==> src/rtl/seat_pkg.sv <==
// Shared encodings for the seat reservation controller and its per-seat slots.
package seat_pkg;

    typedef enum logic [1:0] {
        SEAT_FREE = 2'd0,
        SEAT_AWAY = 2'd1,
        SEAT_OCC  = 2'd2
    } seat_state_e;

    typedef enum logic [1:0] {
        OP_RELEASE = 2'd0,
        OP_AWAY    = 2'd1,
        OP_OCCUPY  = 2'd2,
        OP_ILLEGAL = 2'd3
    } req_op_e;

    typedef enum logic [2:0] {
        RESP_OK    = 3'd0,
        RESP_RANGE = 3'd1,
        RESP_BUSY  = 3'd2,
        RESP_MULTI = 3'd3,
        RESP_OWNER = 3'd4,
        RESP_STATE = 3'd5
    } resp_code_e;

    localparam logic [1:0] CFG_WE_BAN   = 2'd1;
    localparam logic [1:0] CFG_WE_LIMIT = 2'd2;

    localparam int unsigned BAN_ONE_SEAT   = 0;
    localparam int unsigned BAN_OWNER_ONLY = 1;

endpackage

==> src/rtl/seat_slot.sv <==
// One seat: state, owner and away timer, with tick-driven auto-release.
// A commit on the same cycle as a tick always wins and suppresses expiry.
module seat_slot
    import seat_pkg::*;
#(
    parameter int unsigned ID_W   = 32,
    parameter int unsigned TIME_W = 11
) (
    input  logic              clk,
    input  logic              rst_n,
    input  logic              i_tick,
    input  logic [TIME_W-1:0] i_limit,
    input  logic              i_commit,
    input  seat_state_e       i_commit_state,
    input  logic [ID_W-1:0]   i_commit_owner,
    output seat_state_e       o_state,
    output seat_state_e       o_state_nxt,
    output logic [ID_W-1:0]   o_owner,
    output logic              o_expire
);

    seat_state_e       r_state, w_state_nxt;
    logic [ID_W-1:0]   r_owner, w_owner_nxt;
    logic [TIME_W-1:0] r_timer, w_timer_nxt;
    logic [TIME_W:0]   w_sum;
    logic              w_age, w_expire, r_expire;

    always_comb begin
        w_sum       = {1'b0, r_timer} + (TIME_W+1)'(1);
        w_age       = i_tick && (r_state == SEAT_AWAY) && !i_commit;
        w_expire    = w_age && (w_sum >= {1'b0, i_limit});
        w_state_nxt = r_state;
        w_owner_nxt = r_owner;
        w_timer_nxt = r_timer;
        if (i_commit) begin
            w_state_nxt = i_commit_state;
            w_owner_nxt = i_commit_owner;
            w_timer_nxt = '0;
        end else if (w_expire) begin
            w_state_nxt = SEAT_FREE;
            w_owner_nxt = '0;
            w_timer_nxt = '0;
        end else if (w_age) begin
            w_timer_nxt = w_sum[TIME_W] ? '1 : w_sum[TIME_W-1:0];
        end
    end

    always_ff @(posedge clk or negedge rst_n) begin
        if (!rst_n) begin
            r_state  <= SEAT_FREE;
            r_owner  <= '0;
            r_timer  <= '0;
            r_expire <= 1'b0;
        end else begin
            r_state  <= w_state_nxt;
            r_owner  <= w_owner_nxt;
            r_timer  <= w_timer_nxt;
            r_expire <= w_expire;
        end
    end

    assign o_state     = r_state;
    assign o_state_nxt = w_state_nxt;
    assign o_owner     = r_owner;
    assign o_expire    = r_expire;

endmodule

==> src/rtl/seat_table_ctrl.sv <==
// Seat reservation controller: serialises requests, scans all seats for
// multi-seat ownership, then commits one seat update per request.
module seat_table_ctrl
    import seat_pkg::*;
#(
    parameter int unsigned N_SEATS   = 32,
    parameter int unsigned ID_W      = 32,
    parameter int unsigned TIME_W    = 11,
    parameter int unsigned LIMIT_RST = 5,
    parameter int unsigned SEAT_W    = $clog2(N_SEATS)
) (
    input  logic                         clk,
    input  logic                         rst_n,
    input  logic                         tick,
    input  logic                         req_valid,
    output logic                         req_ready,
    input  logic [ID_W-1:0]              req_id,
    input  logic [SEAT_W-1:0]            req_seat,
    input  logic [1:0]                   req_op,
    output logic                         resp_valid,
    output logic [2:0]                   resp_code,
    input  logic [1:0]                   cfg_we,
    input  logic [1:0]                   cfg_ban,
    input  logic [TIME_W-1:0]            cfg_limit,
    output logic [2*N_SEATS-1:0]         seat_state,
    output logic [$clog2(N_SEATS+1)-1:0] occ_count,
    output logic [N_SEATS-1:0]           expire_mask
);

    localparam int unsigned OCC_W = $clog2(N_SEATS+1);

    typedef enum logic [1:0] {S_IDLE, S_SCAN, S_COMMIT} fsm_e;

    fsm_e              r_fsm, w_fsm_nxt;
    logic [ID_W-1:0]   r_id;
    logic [SEAT_W-1:0] r_seat, r_idx;
    req_op_e           r_op;
    logic              r_multi, r_short, r_resp_valid;
    resp_code_e        r_short_code, r_resp_code, w_code;
    logic [1:0]        r_ban;
    logic [TIME_W-1:0] r_limit;
    logic [OCC_W-1:0]  r_occ, w_occ_nxt;

    seat_state_e       w_state     [N_SEATS];
    seat_state_e       w_state_nxt [N_SEATS];
    logic [ID_W-1:0]   w_owner     [N_SEATS];
    logic [N_SEATS-1:0] w_expire;

    logic              w_out_of_range, w_short;
    logic              w_wr, w_is_owner;
    seat_state_e       w_wr_state, w_tgt_state;
    logic [ID_W-1:0]   w_wr_owner;

    assign w_out_of_range = {1'b0, req_seat} >= (SEAT_W+1)'(N_SEATS);
    assign w_short        = w_out_of_range || (req_op == OP_ILLEGAL);

    for (genvar g = 0; g < N_SEATS; g++) begin : g_seat
        seat_slot #(
            .ID_W   (ID_W),
            .TIME_W (TIME_W)
        ) u_slot (
            .clk            (clk),
            .rst_n          (rst_n),
            .i_tick         (tick),
            .i_limit        (r_limit),
            .i_commit       (w_wr && (r_seat == SEAT_W'(g))),
            .i_commit_state (w_wr_state),
            .i_commit_owner (w_wr_owner),
            .o_state        (w_state[g]),
            .o_state_nxt    (w_state_nxt[g]),
            .o_owner        (w_owner[g]),
            .o_expire       (w_expire[g])
        );
        assign seat_state[2*g +: 2] = w_state[g];
    end

    always_comb begin
        w_fsm_nxt = r_fsm;
        case (r_fsm)
            S_IDLE:   if (req_valid) w_fsm_nxt = w_short ? S_COMMIT : S_SCAN;
            S_SCAN:   if (r_idx == SEAT_W'(N_SEATS-1)) w_fsm_nxt = S_COMMIT;
            S_COMMIT: w_fsm_nxt = S_IDLE;
            default:  w_fsm_nxt = S_IDLE;
        endcase
    end

    always_ff @(posedge clk or negedge rst_n) begin
        if (!rst_n) r_fsm <= S_IDLE;
        else        r_fsm <= w_fsm_nxt;
    end

    // Owner-only check precedes every op-specific rule.
    always_comb begin
        w_code      = RESP_OK;
        w_wr        = 1'b0;
        w_wr_state  = SEAT_FREE;
        w_wr_owner  = '0;
        w_tgt_state = w_state[r_seat];
        w_is_owner  = (w_owner[r_seat] == r_id);
        if (r_short) begin
            w_code = r_short_code;
        end else if (r_ban[BAN_OWNER_ONLY] && (w_tgt_state != SEAT_FREE) && !w_is_owner) begin
            w_code = RESP_OWNER;
        end else begin
            case (r_op)
                OP_OCCUPY: begin
                    if (w_tgt_state == SEAT_FREE) begin
                        if (r_ban[BAN_ONE_SEAT] && r_multi) begin
                            w_code = RESP_MULTI;
                        end else begin
                            w_wr       = 1'b1;
                            w_wr_state = SEAT_OCC;
                            w_wr_owner = r_id;
                        end
                    end else if (w_is_owner) begin
                        if (w_tgt_state == SEAT_AWAY) begin
                            w_wr       = 1'b1;
                            w_wr_state = SEAT_OCC;
                            w_wr_owner = r_id;
                        end
                    end else begin
                        w_code = RESP_BUSY;
                    end
                end
                OP_AWAY: begin
                    if (w_tgt_state == SEAT_OCC) begin
                        w_wr       = 1'b1;
                        w_wr_state = SEAT_AWAY;
                        w_wr_owner = w_owner[r_seat];
                    end else if (w_tgt_state == SEAT_FREE) begin
                        w_code = RESP_STATE;
                    end
                end
                OP_RELEASE: begin
                    if (w_tgt_state != SEAT_FREE) w_wr = 1'b1;
                    else                          w_code = RESP_STATE;
                end
                default: w_code = RESP_STATE;
            endcase
        end
        w_wr = w_wr && (r_fsm == S_COMMIT);
    end

    always_comb begin
        w_occ_nxt = '0;
        for (int unsigned i = 0; i < N_SEATS; i++) begin
            if (w_state_nxt[i] != SEAT_FREE) w_occ_nxt = w_occ_nxt + OCC_W'(1);
        end
    end

    always_ff @(posedge clk or negedge rst_n) begin
        if (!rst_n) begin
            r_id         <= '0;
            r_seat       <= '0;
            r_op         <= OP_RELEASE;
            r_idx        <= '0;
            r_multi      <= 1'b0;
            r_short      <= 1'b0;
            r_short_code <= RESP_OK;
            r_resp_valid <= 1'b0;
            r_resp_code  <= RESP_OK;
            r_ban        <= 2'b11;
            r_limit      <= TIME_W'(LIMIT_RST);
            r_occ        <= '0;
        end else begin
            r_resp_valid <= 1'b0;
            r_occ        <= w_occ_nxt;
            if (cfg_we == CFG_WE_BAN)   r_ban   <= cfg_ban;
            if (cfg_we == CFG_WE_LIMIT) r_limit <= cfg_limit;
            case (r_fsm)
                S_IDLE: begin
                    if (req_valid) begin
                        r_id         <= req_id;
                        r_seat       <= req_seat;
                        r_op         <= req_op_e'(req_op);
                        r_idx        <= '0;
                        r_multi      <= 1'b0;
                        r_short      <= w_short;
                        r_short_code <= w_out_of_range ? RESP_RANGE : RESP_STATE;
                    end
                end
                S_SCAN: begin
                    if ((w_state[r_idx] != SEAT_FREE) && (w_owner[r_idx] == r_id) && (r_idx != r_seat))
                        r_multi <= 1'b1;
                    r_idx <= r_idx + SEAT_W'(1);
                end
                S_COMMIT: begin
                    r_resp_valid <= 1'b1;
                    r_resp_code  <= w_code;
                end
                default: ;
            endcase
        end
    end

    assign req_ready   = (r_fsm == S_IDLE);
    assign resp_valid  = r_resp_valid;
    assign resp_code   = r_resp_code;
    assign occ_count   = r_occ;
    assign expire_mask = w_expire;

endmodule
==> config.mk <==
export PLATFORM = sky130hd
export DESIGN_NAME = seat_table_ctrl
export DESIGN_NICKNAME = d
export VERILOG_FILES = /design/src/rtl/seat_pkg.sv /design/src/rtl/seat_slot.sv /design/src/rtl/seat_table_ctrl.sv
export SDC_FILE = /design/constraint.sdc
export NUM_CORES = 2
export LEC_CHECK = 0
export CAP_MARGIN = 20
export CORE_MARGIN = 5
export CORE_UTILIZATION = 58
export CTS_CLUSTER_DIAMETER = 50
export DETAILED_ROUTE_END_ITERATION = 10
export PLACE_DENSITY_LB_ADDON = 0.05
export SLEW_MARGIN = 10
export SYNTH_ARGS = -nofsm -noshare
export SYNTH_HDL_FRONTEND = slang
export SYNTH_SLANG_ARGS = --single-unit
==> constraint.sdc <==
create_clock -name clk -period 22.9 [get_ports clk]
set_clock_uncertainty 0.15 [all_clocks]
set_input_delay 2.29 -clock clk [delete_from_list [all_inputs] [get_ports clk]]
set_output_delay 2.29 -clock clk [all_outputs]
set_load 0.02 [all_outputs]
; ---- Word level (Yosys, flattened, before mapping)
; Cells that the tools add are included.
; Widths: inputs -> output; s select.
[classes]
n_addsub = 64
n_lt_le_gt_ge = 34
n_eq_ne = 79
mux = 344
bitwise = 2
n_reduce_logical = 274
[ops]
columns = cell, n
row1 = $mux 32, 75
row2 = $mux 11, 128
row3 = $add 11x1->12 const B, 32
row4 = $ge 12x11->1, 32
row5 = $bmux 32 s5, 2
row6 = $add 6x1->6 const B, 31
row7 = $mux 6, 31
row8 = $mux 2, 79
row9 = $logic_and 1x1->1, 134
row10 = $reduce_bool 2->1, 67
row11 = $reduce_bool 3->1, 32
row12 = $eq 5x5->1 const B, 17
row13 = $eq 2x1->1 const B, 36
row14 = $eq 32x32->1, 2
row15 = $pmux 32 s2, 1
row16 = $eq 5x4->1 const B, 8
row17 = $logic_not 1->1, 33
row18 = $bmux 2 s5, 2
row19 = $eq 5x3->1 const B, 4
row20 = $mux 3, 6
row21 = $mux 1, 13
row22 = $ge 6x6->1 const B, 2
row23 = $not 5->6, 2
row24 = $eq 2x2->1 const B, 5
row25 = 15 further kinds, 23
[word_totals]
ff_bits = 1544
input_bits = 58
out_inout_bits = 107
wordCells = 938

; ---- Logic depth before layout (Yosys ltp)
[logic_depth]
word_depth = 82
mapped_depth = 121
mapped_depth_nobuf = 116

; ---- Modules after synthesis
; A second synthesis with hierarchy kept.
[unflattened]
hier_cells = 9738
area_unflattened_um2 = 105742.7
[by_module_without_submodules]
columns = module, n_inst, cells_each, area_per_inst_um2, seq_area_each_um2
row1 = seat_slot, 32, 237, 2494.9, 1151.1
row2 = seat_table_ctrl, 1, 2154, 25906.1, 1806.7

; ---- Least setup slack after synthesis
; OpenSTA, ideal clock, no wires.
[synth_timing]
kind = register to register
startpoint = register r_seat[0]
endpoint = register r_occ[1] (netlist: occ_count[1])
setup_time_ns = 0.125
t_arrival_ns = 22.217
required_time_ns = 22.625
setup_slack_ns = 0.409
stages_incl_launch_ff = 116
n_path_buf = 8
synth_period_minus_slack_ns = 22.491
path_cell_list = dfrtp_1 buf_2 buf_6 buf_2 mux4_2 a32oi_1 nand4_1 nor2_2 nand3_1 a221o_1 or2_2 buf_2 nand2_2 buf_4 buf_2 clkbuf_1 nand2_1 nor3_1 (+80 left out) ha_1 mux2_2 ha_1 mux2_2 ha_1 mux2i_1 inv_1 ha_1 nand2_1 o21ai_0 ha_1 mux2_2 ha_1 mux2_2 ha_1 mux2_2 ha_1 mux2_2
[synth_via]
elab_chain_len = 82
elab_cells_between_ends = 350
cone_classes = add/sub: 31 / eq/ne: 34 / mux: 117 / bitwise: 1 / reduce/logical: 167
[synth_rtl]
columns = item, line_no
row1 = from (decl), seat_table_ctrl.sv:36  ; logic [SEAT_W-1:0] r_seat, r_idx;
row2 = from (signal assigned), seat_table_ctrl.sv:174  ; r_seat <= req_seat;
row3 = branches (longest 81 deep; another with $bmux 32 s5), n/a
row4 = $mux 6 *, seat_table_ctrl.sv:147  ; if (w_state_nxt[i] != SEAT_FREE) w_occ_nxt = w_occ_nxt + OCC_W'(1);
row5 = net w_occ_nxt[1], seat_table_ctrl.sv:42  ; logic [OCC_W-1:0] r_occ, w_occ_nxt;
row6 = to (signal assigned), seat_table_ctrl.sv:167  ; r_occ <= w_occ_nxt;
row7 = to (decl), seat_table_ctrl.sv:42
; Mark *: on every way through the listed nets, which the timed path passes. The select of a mux whose other input is x is not followed.
; A chain may end at the register's enable or synchronous reset.

; ---- Final worst setup path
[layout_timing]
startpoint = register r_seat[2]
endpoint = register r_occ[1] (netlist: occ_count[1])
; Same word-level chain as after synthesis.

==> results.ini <==
[die]
core_area_mm2 = 0.163
ios = 165
initial_utilization_pct = 58.3
fp.dieW_um = 414
die_height_um = 414
num_rows = 148
die_outline_area_mm2 = 0.172

[hold_path]
hold_path_class = reg -> reg

[status]
run_status = completed

[setup_path]
cp_common_cell = ha_1
worst-endpoint-arrival_ns = 22.65
timing_worst_setup_path_type = reg -> reg
timing.critical_path.slowest_stage_cell = and2_2
critical_path.top_delay_family = adder cells
maximum_fanout_along_the_worst_path = 12
critPathCaptureType = flop
path_buf_inv = 14
worstSetupStartpointType = flop
timing.critical_path.slowest_cell_delay_ns = 0.75
crit_required_ns = 23.45

[cts]
htreeDepth = 4
sink_count = 1544
clock_insertion_delay_worst_skew_ns = 0.86
clk_path_buf_depth = 3
cts.clk_slew.worst_paths_ns = 0.06
total_clock_buffers_created_by_cts = 187
ctsRootBufferMaster = clkbuf_16
cts_tree = done
post_cts_hold_buffer_count = 0

[synthesis]
syn-cell-area_mm2 = 0.0949
synthDistinctLibCells = 107
synth_top_cell_by_area = dfrtp_1
synth_fp_nets = 9964
dominantRegCellSynth = dfrtp_1
ys_top_cells_by_area = dfrtp_1 (41%), mux4_2 (12%), ha_1 (5.6%)
edff_count_synth = 0
seq_area_frac_synth_pct = 40.7
post_synth.cell_area_avg_um2 = 10.0
post-synth-top-area-fraction_pct = 40.6
ys.warnings.count = 0
postSynth.asyncResetShare_pct = 100
synth-seq-cells = 1544
synthesis.instances = 9485

[drt]
drc = 0
dr_total_vias = 83710
routed_wirelength_um = 371000
detailedRoute.firstPassIterationCount = 10
maxUsedRoutingLayer = met5
avgRoutedWirePerCell_um = 31.3
met2_length_um = 153000
dr_wl_met3_um = 53300
drtAntennaViolNets = 0
wl_met1_um = 136000
vias_per_cell = 7.06
dr.first_iter.drc_count = 12098

[placed_design]
io_buffers = 164
placed_cells = 11426
post-place-ws_ns = -0.114
post_dp_hpwl_um = 225000
finalWeightedCongestion = 1.03

[job]
drv_cap = 0

[sta]
timing_max_transition_violations_final = 0
worstMarginPinSlew_ns = 1.31
finalWorstPathRequiredPeriod_ns = 22.09
hold_violations = 0
timing.final.crit_share_pct = 96.5
finalSetupTns_ns = 0
post-route-worst-setup-slack_ns = 0.805
achievable-frequency_mhz = 45.3
final-setup-viol-count = 0
worst_slew_margin_rel_pct = 12.6

[final_layout]
n_fill_cell = 12779
syn_to_final_growth_pct = 13.4
num-nets-final = 9981
fraction_of_layout_instances_using_a_drive_strength_above_1_pct = 16.1
sequential_cell_area_mm2 = 0.0387
layout.cells.most_common_list = dfrtp_1 (1530), nand2_1 (1177), o21ai_0 (967)
instances_no_fill = 11856
layout.cells.most_common = dfrtp_1
multi_input_combinational_cell_area_mm2 = 0.0534

[global_route]
grt_start_max_net_pins = 152
gr-total-overflow = 0
grt_use_total_pct = 41.8
grt_first_pass_wirelength_um = 537000
antenna_found_initial = 20
vias_in_the_first_global_route = 79653

## state kept, by name (all words and copies together) (netlist names)
name and count:
r_op 2, g_seat.u_slot.r_timer 352, r_ban 2, g_seat.u_slot.o_state 64, r_idx 5, g_seat.u_slot.o_expire 32
r_short_code 1, r_multi 1, r_limit 11, resp_valid 1, r_short 1, r_seat 5
occ_count 6, resp_code 3, r_id 32, g_seat.u_slot.o_owner 1024, r_fsm 2
## path summary, 6_finish.rpt
check                                                     startpoint                                         to  slack, ns  depth (start not counted)
setup / recovery                               r_seat[2]$_DFFE_PN0P_                     occ_count[1]$_DFF_PN0_       0.81                        111
setup reg to reg                               r_seat[2]$_DFFE_PN0P_                     occ_count[1]$_DFF_PN0_       0.81                        111
hold / removal             g_seat[18].u_slot.o_owner[12]$_DFFE_PN0P_  g_seat[18].u_slot.o_owner[12]$_DFFE_PN0P_       0.35                          2
hold reg to reg            g_seat[18].u_slot.o_owner[12]$_DFFE_PN0P_  g_seat[18].u_slot.o_owner[12]$_DFFE_PN0P_       0.35                          2
max in group asynchronous                                      rst_n  g_seat[18].u_slot.o_owner[28]$_DFFE_PN0P_      16.93                          6
min in group asynchronous                                      rst_n   g_seat[20].u_slot.r_timer[4]$_DFFE_PN0P_       1.33                          1
## cell families after synthesis
family	Yosys count	share of synthesized area (%)
buffers and inverters	945	4.07
AO/OA/AOI/OAI	2348	14.9
flip-flops	1544	40.7
AND/OR/NAND/NOR	2937	14.4
XOR/XNOR	478	4.94
multiplexers	811	15.4
adder cells (fa/ha/maj)	422	5.56
## per-stage QoR
step                      hold slack [ns]  instance area, um2  util, %
after detailed placement            0.320               99700     61.3
after floorplan                     0.290               94900        -
final                               0.349              108000     66.1
after global routing                0.360              108000     66.1
after CTS                           0.335              106000     65.3
after global placement              0.305               99700     61.3
## area by class of cell
cell class	count	area share, %
Multi-Input combinational cell	6996	49.6
Sequential cell	1544	35.9
Timing Repair Buffer	603	5.28
Clock buffer	254	4.92
Tap cell	2175	2.53
Clock inverter	94	1.03
Inverter	170	0.596
Antenna cell	20	0.0465
## worst reg2reg max path, delay by kind of cell (launching register included)
kind	cells	cell delay [ns]
adder cells (fa/ha/maj)	30	8.61
AND/OR/NAND/NOR	28	4.18
AO/OA/AOI/OAI	25	3.32
multiplexers	12	3.27
buffers and inverters	14	1.46
flip-flops	1	0.53
XOR/XNOR	2	0.41
## routing by layer
| metal | up-vias | track usage [%] |
|---|---|---|
| met5 | - | 0.472 |
| met3 | 1655 | 14.8 |
| met1 | 41215 | 55.4 |
| li1 | 34780 | - |
| met4 | 14 | 25.9 |
| met2 | 6046 | 58.9 |
## Yosys cell counts (all sizes together) (11+ instances only)
cell,count
a211o,11
a211oi,53
a21o,203
a21oi,336
a221oi,13
a22o,37
a22oi,111
a31oi,58
a32oi,15
and2,43
and3,163
buf,169
clkbuf,606
dfrtp,1540
ha,421
inv,168
mux2,33
mux2i,267
mux4,511
nand2,1202
nand2b,127
nand3,629
nand3b,44
nand4,54
nor2,416
nor2b,63
nor3,81
nor3b,31
nor4,19
o211ai,17
o21ai,982
o221ai,34
o22ai,368
or2,24
xnor2,230
xor2,232
## what timing repair did
item                       4_1_cts  5_1_grt
pin swaps                        5       40
resized for setup               11      113
gates cloned                     1        8
setup buffers                    7       40
setup endpoints to repair        5        5
Power is left out: the tool's default activity adds up to more than one toggle a clock period on the data nets, which glitch-free logic cannot reach.
